<file path="config.mk">
export PLATFORM = sky130hd
export DESIGN_NAME = bridge_fc_tracker
export DESIGN_NICKNAME = d
export VERILOG_FILES = /design/src/rtl/bridge_pkg.sv /design/src/rtl/bridge_fc_credit.sv /design/src/rtl/bridge_fc_tracker.sv
export SDC_FILE = /design/constraint.sdc
export NUM_CORES = 1
export LEC_CHECK = 0
export CAP_MARGIN = 20
export CORE_ASPECT_RATIO = 1.25
export CORE_MARGIN = 2
export CORE_UTILIZATION = 48
export DETAILED_ROUTE_END_ITERATION = 8
export PLACE_DENSITY_LB_ADDON = 0.12
export SLEW_MARGIN = 30
export SYNTH_ARGS = -nofsm -noshare
export SYNTH_HDL_FRONTEND = slang
export SYNTH_SLANG_ARGS = --single-unit
</file>
<file path="constraint.sdc">
create_clock -name Ctrl_CLK -period 6.9 [get_ports Ctrl_CLK]
set_clock_uncertainty 0.1 [all_clocks]
set_input_delay 1.38 -clock Ctrl_CLK [delete_from_list [all_inputs] [get_ports Ctrl_CLK]]
set_output_delay 1.38 -clock Ctrl_CLK [all_outputs]
set_load 0.01 [all_outputs]
</file>
<file path="src/rtl/bridge_pkg.sv">
// Shared definitions for the bridge flow-credit tracker.
//   - fc_sel encoding presented to the PCIe core
//   - Tx consumption class encoding (P / NP / CPL / ignored)
//   - tracker state encoding
//   - fc_data_credits(): payload length in DW -> data credits (ceil(len/4)),
//     with a length of 0 meaning 1024 DW (256 credits)
package bridge_pkg;

    // Core fc_sel: transmit-available credits.
    localparam logic [2:0] FC_SEL_TX_AVAIL = 3'b100;

    localparam int NUM_CLASSES = 3;

    typedef enum logic [1:0] {
        FC_P    = 2'd0,
        FC_NP   = 2'd1,
        FC_CPL  = 2'd2,
        FC_NONE = 2'd3
    } fc_class_e;

    typedef enum logic [1:0] {
        ST_IDLE = 2'd0,
        ST_WAIT = 2'd1,
        ST_LOAD = 2'd2,
        ST_RUN  = 2'd3
    } fc_state_e;

    // One data credit covers 4 DW; the largest result is 256.
    function automatic logic [8:0] fc_data_credits(input logic [9:0] len_dw);
        logic [10:0] len_ext;
        logic [10:0] rounded;
        len_ext = (len_dw == 10'd0) ? 11'd1024 : {1'b0, len_dw};
        rounded = (len_ext + 11'd3) >> 2;
        return rounded[8:0];
    endfunction

endpackage

</file>
<file path="src/rtl/bridge_fc_credit.sv">
// One credit class (header + data) shadow counter.
//   clk_i, srst_i   : clock, synchronous active-high reset
//   clear_i         : force both shadows and flags to zero (highest priority)
//   load_i          : take core_hdr_i/core_data_i as the base instead of the shadow
//   cons_hdr_i      : subtract one header credit this cycle
//   cons_data_i     : data credits to subtract this cycle
//   core_hdr_i/core_data_i : core-reported available credits
//   hdr_ok_o        : registered, header shadow != 0
//   data_ok_o       : registered, data shadow >= DATA_THR
// The subtraction is always applied on top of the chosen base, so a TLP
// launched during the load cycle is not lost. Both shadows clamp at zero.
module bridge_fc_credit #(
    parameter int HDR_W    = 8,
    parameter int DATA_W   = 12,
    parameter int DATA_THR = 32
) (
    input  logic              clk_i,
    input  logic              srst_i,
    input  logic              clear_i,
    input  logic              load_i,
    input  logic              cons_hdr_i,
    input  logic [8:0]        cons_data_i,
    input  logic [HDR_W-1:0]  core_hdr_i,
    input  logic [DATA_W-1:0] core_data_i,
    output logic              hdr_ok_o,
    output logic              data_ok_o
);

    logic [HDR_W-1:0]  hdr_q, hdr_d, hdr_base;
    logic [DATA_W-1:0] data_q, data_d, data_base;
    logic [HDR_W:0]    hdr_diff;
    logic [DATA_W:0]   data_diff;
    logic              hdr_ok_q, data_ok_q;

    always_comb begin
        hdr_base  = load_i ? core_hdr_i  : hdr_q;
        data_base = load_i ? core_data_i : data_q;
        // One extra bit: a set MSB means the result went negative.
        hdr_diff  = {1'b0, hdr_base}  - (HDR_W+1)'(cons_hdr_i);
        data_diff = {1'b0, data_base} - (DATA_W+1)'(cons_data_i);
        hdr_d     = hdr_diff[HDR_W]   ? '0 : hdr_diff[HDR_W-1:0];
        data_d    = data_diff[DATA_W] ? '0 : data_diff[DATA_W-1:0];
        if (clear_i) begin
            hdr_d  = '0;
            data_d = '0;
        end
    end

    always_ff @(posedge clk_i) begin
        if (srst_i) begin
            hdr_q     <= '0;
            data_q    <= '0;
            hdr_ok_q  <= 1'b0;
            data_ok_q <= 1'b0;
        end else begin
            hdr_q     <= hdr_d;
            data_q    <= data_d;
            // Flags follow the next shadow value so they change together.
            hdr_ok_q  <= (hdr_d != '0);
            data_ok_q <= (data_d >= DATA_W'(DATA_THR));
        end
    end

    assign hdr_ok_o  = hdr_ok_q;
    assign data_ok_o = data_ok_q;

endmodule

</file>
<file path="src/rtl/bridge_fc_tracker.sv">
// Flow-credit tracker for the PCIe bridge.
// Samples the core's Tx-available credits after link-up, keeps per-class
// shadow counters decremented by each launched TLP, and resynchronises with
// the core every REFRESH cycles. Drives ok-to-transmit flags and the bridge
// module enables from a sequenced state machine.
// Ports:
//   Ctrl_CLK, Ctrl_RST       : clock, synchronous active-high reset
//   Ctrl_Link_Up             : core link-up; low returns to IDLE next cycle
//   Ctrl_fc_ph/nph/cplh      : core header credits
//   Ctrl_fc_pd/npd/cpld      : core data credits
//   Ctrl_Tx_Cons_*           : per-TLP consumption from the Tx bridge
//   Ctrl_fc_sel              : constant Tx-available select to the core
//   Ctrl_Tx_FC               : {cpld,cplh,npd,nph,pd,ph} ok flags
//   Ctrl_Tx_Ready/Rx_Ready/OCP_Ready : bridge module enables
module bridge_fc_tracker
    import bridge_pkg::*;
#(
    parameter int HDR_W          = 8,
    parameter int DATA_W         = 12,
    parameter int MAX_PAYLOAD_DW = 128,
    parameter int SEL_LAT        = 4,
    parameter int REFRESH        = 64
) (
    input  logic              Ctrl_CLK,
    input  logic              Ctrl_RST,
    input  logic              Ctrl_Link_Up,
    input  logic [HDR_W-1:0]  Ctrl_fc_ph,
    input  logic [HDR_W-1:0]  Ctrl_fc_nph,
    input  logic [HDR_W-1:0]  Ctrl_fc_cplh,
    input  logic [DATA_W-1:0] Ctrl_fc_pd,
    input  logic [DATA_W-1:0] Ctrl_fc_npd,
    input  logic [DATA_W-1:0] Ctrl_fc_cpld,
    input  logic              Ctrl_Tx_Cons_Valid,
    input  logic [1:0]        Ctrl_Tx_Cons_Type,
    input  logic              Ctrl_Tx_Cons_Data,
    input  logic [9:0]        Ctrl_Tx_Cons_Len,
    output logic [2:0]        Ctrl_fc_sel,
    output logic [5:0]        Ctrl_Tx_FC,
    output logic              Ctrl_Tx_Ready,
    output logic              Ctrl_Rx_Ready,
    output logic              Ctrl_OCP_Ready
);

    localparam int DATA_THR = MAX_PAYLOAD_DW / 4;
    localparam int CNT_MAX  = (REFRESH > SEL_LAT) ? REFRESH : SEL_LAT;
    localparam int CNT_W    = $clog2(CNT_MAX + 1);

    fc_state_e        state_q, state_d;
    logic [CNT_W-1:0] cnt_q, cnt_d;
    logic             tx_ready_q, tx_ready_d;
    logic             rx_ready_q, rx_ready_d;

    logic             clear_shadow;
    logic             load_shadow;
    logic [8:0]       cons_credits;
    logic [5:0]       fc_ok;

    logic [HDR_W-1:0]  core_hdr  [NUM_CLASSES];
    logic [DATA_W-1:0] core_data [NUM_CLASSES];

    assign core_hdr[0]  = Ctrl_fc_ph;
    assign core_hdr[1]  = Ctrl_fc_nph;
    assign core_hdr[2]  = Ctrl_fc_cplh;
    assign core_data[0] = Ctrl_fc_pd;
    assign core_data[1] = Ctrl_fc_npd;
    assign core_data[2] = Ctrl_fc_cpld;

    assign cons_credits = fc_data_credits(Ctrl_Tx_Cons_Len);

    // Sequencing: WAIT covers the core's select-to-valid latency; one cycle
    // of SEL_LAT counting per WAIT cycle, then a single LOAD cycle.
    always_comb begin
        state_d = state_q;
        cnt_d   = cnt_q;
        case (state_q)
            ST_IDLE: begin
                cnt_d = '0;
                if (Ctrl_Link_Up) state_d = ST_WAIT;
            end
            ST_WAIT: begin
                if (cnt_q == CNT_W'(SEL_LAT - 1)) begin
                    state_d = ST_LOAD;
                    cnt_d   = '0;
                end else begin
                    cnt_d = cnt_q + CNT_W'(1);
                end
            end
            ST_LOAD: begin
                state_d = ST_RUN;
                cnt_d   = '0;
            end
            ST_RUN: begin
                if (cnt_q == CNT_W'(REFRESH - 1)) begin
                    state_d = ST_WAIT;
                    cnt_d   = '0;
                end else begin
                    cnt_d = cnt_q + CNT_W'(1);
                end
            end
            default: begin
                state_d = ST_IDLE;
                cnt_d   = '0;
            end
        endcase
        if (!Ctrl_Link_Up) begin
            state_d = ST_IDLE;
            cnt_d   = '0;
        end
    end

    // Tx stays enabled across refresh WAITs once the first load happened.
    always_comb begin
        rx_ready_d   = (state_d != ST_IDLE);
        tx_ready_d   = (state_d != ST_IDLE) && (tx_ready_q || (state_q == ST_LOAD));
        clear_shadow = (state_d == ST_IDLE);
        load_shadow  = (state_q == ST_LOAD);
    end

    always_ff @(posedge Ctrl_CLK) begin
        if (Ctrl_RST) begin
            state_q    <= ST_IDLE;
            cnt_q      <= '0;
            tx_ready_q <= 1'b0;
            rx_ready_q <= 1'b0;
        end else begin
            state_q    <= state_d;
            cnt_q      <= cnt_d;
            tx_ready_q <= tx_ready_d;
            rx_ready_q <= rx_ready_d;
        end
    end

    generate
        for (genvar gi = 0; gi < NUM_CLASSES; gi++) begin : g_class
            logic       cons_hit;
            logic [8:0] cons_data;

            assign cons_hit  = Ctrl_Tx_Cons_Valid && (Ctrl_Tx_Cons_Type == 2'(gi));
            assign cons_data = (cons_hit && Ctrl_Tx_Cons_Data) ? cons_credits : 9'd0;

            bridge_fc_credit #(
                .HDR_W    (HDR_W),
                .DATA_W   (DATA_W),
                .DATA_THR (DATA_THR)
            ) u_credit (
                .clk_i       (Ctrl_CLK),
                .srst_i      (Ctrl_RST),
                .clear_i     (clear_shadow),
                .load_i      (load_shadow),
                .cons_hdr_i  (cons_hit),
                .cons_data_i (cons_data),
                .core_hdr_i  (core_hdr[gi]),
                .core_data_i (core_data[gi]),
                .hdr_ok_o    (fc_ok[2*gi]),
                .data_ok_o   (fc_ok[2*gi+1])
            );
        end
    endgenerate

    assign Ctrl_fc_sel    = FC_SEL_TX_AVAIL;
    assign Ctrl_Tx_FC     = fc_ok;
    assign Ctrl_Tx_Ready  = tx_ready_q;
    assign Ctrl_Rx_Ready  = rx_ready_q;
    assign Ctrl_OCP_Ready = rx_ready_q;

endmodule
</file>
==> results by group <==
Critical path
  – CP Cell Sequence: clkdlybuf4s50_1 -> nor2b_1 -> and4_1 -> nand2_1 -> xnor2_1 -> nand2_1 -> ha_1 -> a21o_1 -> or3_1 -> o21ai_2 -> nor2b_1 -> o41ai_4 -> nor3b_1
  – Family with the most delay on the worst path: simple AND/OR/NAND/NOR gates
  – CP Class: primary input to register
  – Crit-path max FO: 13
  – Buffers plus inverters on the worst setup path: 1
  – CP arrival: 4990 ps
  – CP peak stage delay: 750 ps
  – Crit-path slowest cell: o41ai_4
  – Setup crit end kind: register
  – Critical path required time: 6980 ps
  – CP Launch Type: primary input

Place
  – Setup WS pre-CTS: 1620 ps
  – Port Buf Inserts: 85
  – Post-DP Area: 0.00624 mm2
  – Post-DP HPWL: 9400 um
  – Routability Congestion: 0.895

Synthesis
  – Avg Inst Size Synth: 8.68 um2
  – Flops & latches, synth: 77
  – Synth warn: 0
  – Share of the synthesized area in the top cell type: 28.5%
  – Post-Synthesis Cells: 622
  – Post-synth top area cell: dfxtp_1
  – Post-synth EDFFs: 0
  – Area contributors post-synth: dfxtp_1, ha_1, mux2i_1, nor2_1, mux2_2
  – FFs w/ async S/R, synth: 0%
  – Synthesized cell area: 0.00540 mm2
  – Predominant post-synthesis flop cell: dfxtp_1
  – Seq/Total Area, Yosys: 28.5%
  – Synth cell types: 71

Floorplanning
  – Initial Utilization: 49.0%
  – Die area: 0.0121 mm2
  – Die Y: 123 um
  – I/O pin cnt: 89
  – Row count: 43
  – Core Footprint: 0.0110 mm2
  – Die width: 98.9 um

Timing
  – Setup TNS: 0 ps
  – Final min period: 4900 ps
  – Highest Clock Rate: 204 MHz
  – Slew Limit Fails: 0
  – Max-slew headroom: 39.2%
  – Slew @ Worst Pin: 905 ps
  – RSZ-0062 raised after global routing: no
  – Final period util: 71.1%
  – Final Hold Vio Count: 0
  – Final worst setup slack: 2000 ps
  – Number of setup violations in the final report: 0

Layout
  – Layout cells sized above 1: 8.29%
  – Commonest non-fill, non-tap cell in the layout: nor2_1
  – Post-route cell area: 0.00652 mm2
  – Final Util: 59.1%
  – Most frequent cells in the layout: nor2_1, clkdlybuf4s50_1, dfxtp_1
  – # nets final: 814
  – ANT cells: 0
  – Area Overhead vs Synth: 20.8%

Min path
  – Hold/Removal Path Class: register to register

Clock network
  – Post-CTS sizing: 0
  – Postcts setup bufs: 0
  – Htree depth: 3
  – Number of clock sinks: 77
  – Max Root-Sink Buffers: 2
  – Worst-Skew Late Latency: 330 ps
  – Total CTS buffers: 9
  – Root Driver: clkbuf_16
  – TritonCTS clock tree: built
  – Reg clk slew, reported paths: 60 ps
  – # hold bufs at CTS: 0

Global route
  – Vias in the first global route: 4416
  – GRT Util Overall: 20.1%
  – GR Util met1: 24.3%
  – Antenna violations before repair: 0
  – Overflow after GRT: 0
  – Routing usage on met3: 3.53%
  – Gr busiest metal: met2
  – Largest net degree at the start of global routing: 51
  – GRT met2 Usage: 36.0%
  – First-pass GRT wire length: 19800 um

Detailed routing
  – Vias/cell: 5.50
  – ANT nets after route: 0
  – Post-Route WL: 12000 um
  – Vias: 4596
  – WL/cell: 14.3 um
  – DR iter-0 viols: 182
  – DRT Pass-1 Iters: 4
  – Post-route DRC: 0

Power and ir drop
  – Leakage power: 2.40 nW
  – PwrDens: 283 mW/mm2
  – PnR Total Power: 1.84 mW
  – VDD IR-drop max: 196 uV

Flow run
  – Max Cap Viol: 0

Outcome
  – Status: complete, no violations
flip-flops by register name, indices dropped and copies added (netlist names):
name / cells
state_q: 2
g_class.u_credit.data_ok_o: 3
g_class.u_credit.data_q: 36
g_class.u_credit.hdr_q: 24
cnt_q: 7
Ctrl_Tx_Ready: 1
Ctrl_OCP_Ready: 1
g_class.u_credit.hdr_ok_o: 3
cell families after synthesis:
logic type               synth area share [%]
XOR/XNOR                                 6.97
flip-flops                               28.5
multiplexers                             13.0
AO/OA/AOI/OAI                            14.0
AND/OR/NAND/NOR                          22.8
other                                   0.139
buffers and inverters                    4.61
adder cells (fa/ha/maj)                  9.92
power by group:
part / leakage (nW) / switching (mW) / internal (mW) / total [mW]
clock: 0.138 / 0.177 / 0.276 / 0.453
combinational: 1.64 / 0.464 / 0.403 / 0.867
sequential: 0.625 / 0.0189 / 0.505 / 0.524
total: 2.40 / 0.661 / 1.18 / 1.84
synthesized netlist by cell type, types with 7 or more instances:
| cell | instances |
|---|---|
| xor2_1 | 19 |
| xnor2_1 | 24 |
| o21ai_0 | 18 |
| nor3_1 | 22 |
| a21oi_1 | 22 |
| nor2_1 | 89 |
| mux2_2 | 27 |
| a21o_1 | 7 |
| inv_1 | 14 |
| o21a_1 | 14 |
| nor4_1 | 7 |
| buf_4 | 15 |
| nand3_1 | 16 |
| nor2b_1 | 18 |
| and3_1 | 7 |
| mux2i_1 | 35 |
| ha_1 | 38 |
| nand2_1 | 43 |
| dfxtp_1 | 77 |
path summary, 6_finish.rpt:
| path | from | to | slack (ps) | depth (start not counted) |
|---|---|---|---|---|
| worst max register to register | state_q[1] | g_class[2].u_credit.data_q[11] | 2750 | 11 |
| worst min register to register | cnt_q[0] | cnt_q[0] | 350 | 1 |
| worst min-delay path | cnt_q[0] | cnt_q[0] | 350 | 1 |
| worst max-delay path | Ctrl_Tx_Cons_Len[2] | g_class[2].u_credit.data_q[11] | 2000 | 13 |
layer usage:
layer  wire length, um  vias to the layer above
li1                  -                     2366
met1              5360                     2127
met2              5960                       90
met3               458                       13
met4               198                        0
met5                 0                        -
cell type report:
type / count / area (um2)
fill: 1009 / 4510
tap: 135 / 169
clock inverter: 5 / 52.6
clock buffer: 10 / 229
sequential: 77 / 1540
multi-input combinational: 507 / 3610
inverter: 14 / 52.6
timing repair buffer: 87 / 866
through the flow:
step	hold slack (ps)	cells
floorplan	318	623
global placement	327	820
detailed placement	341	820
CTS	350	835
global route	379	835
finish	348	835
Power figures use the tool's default switching activity.
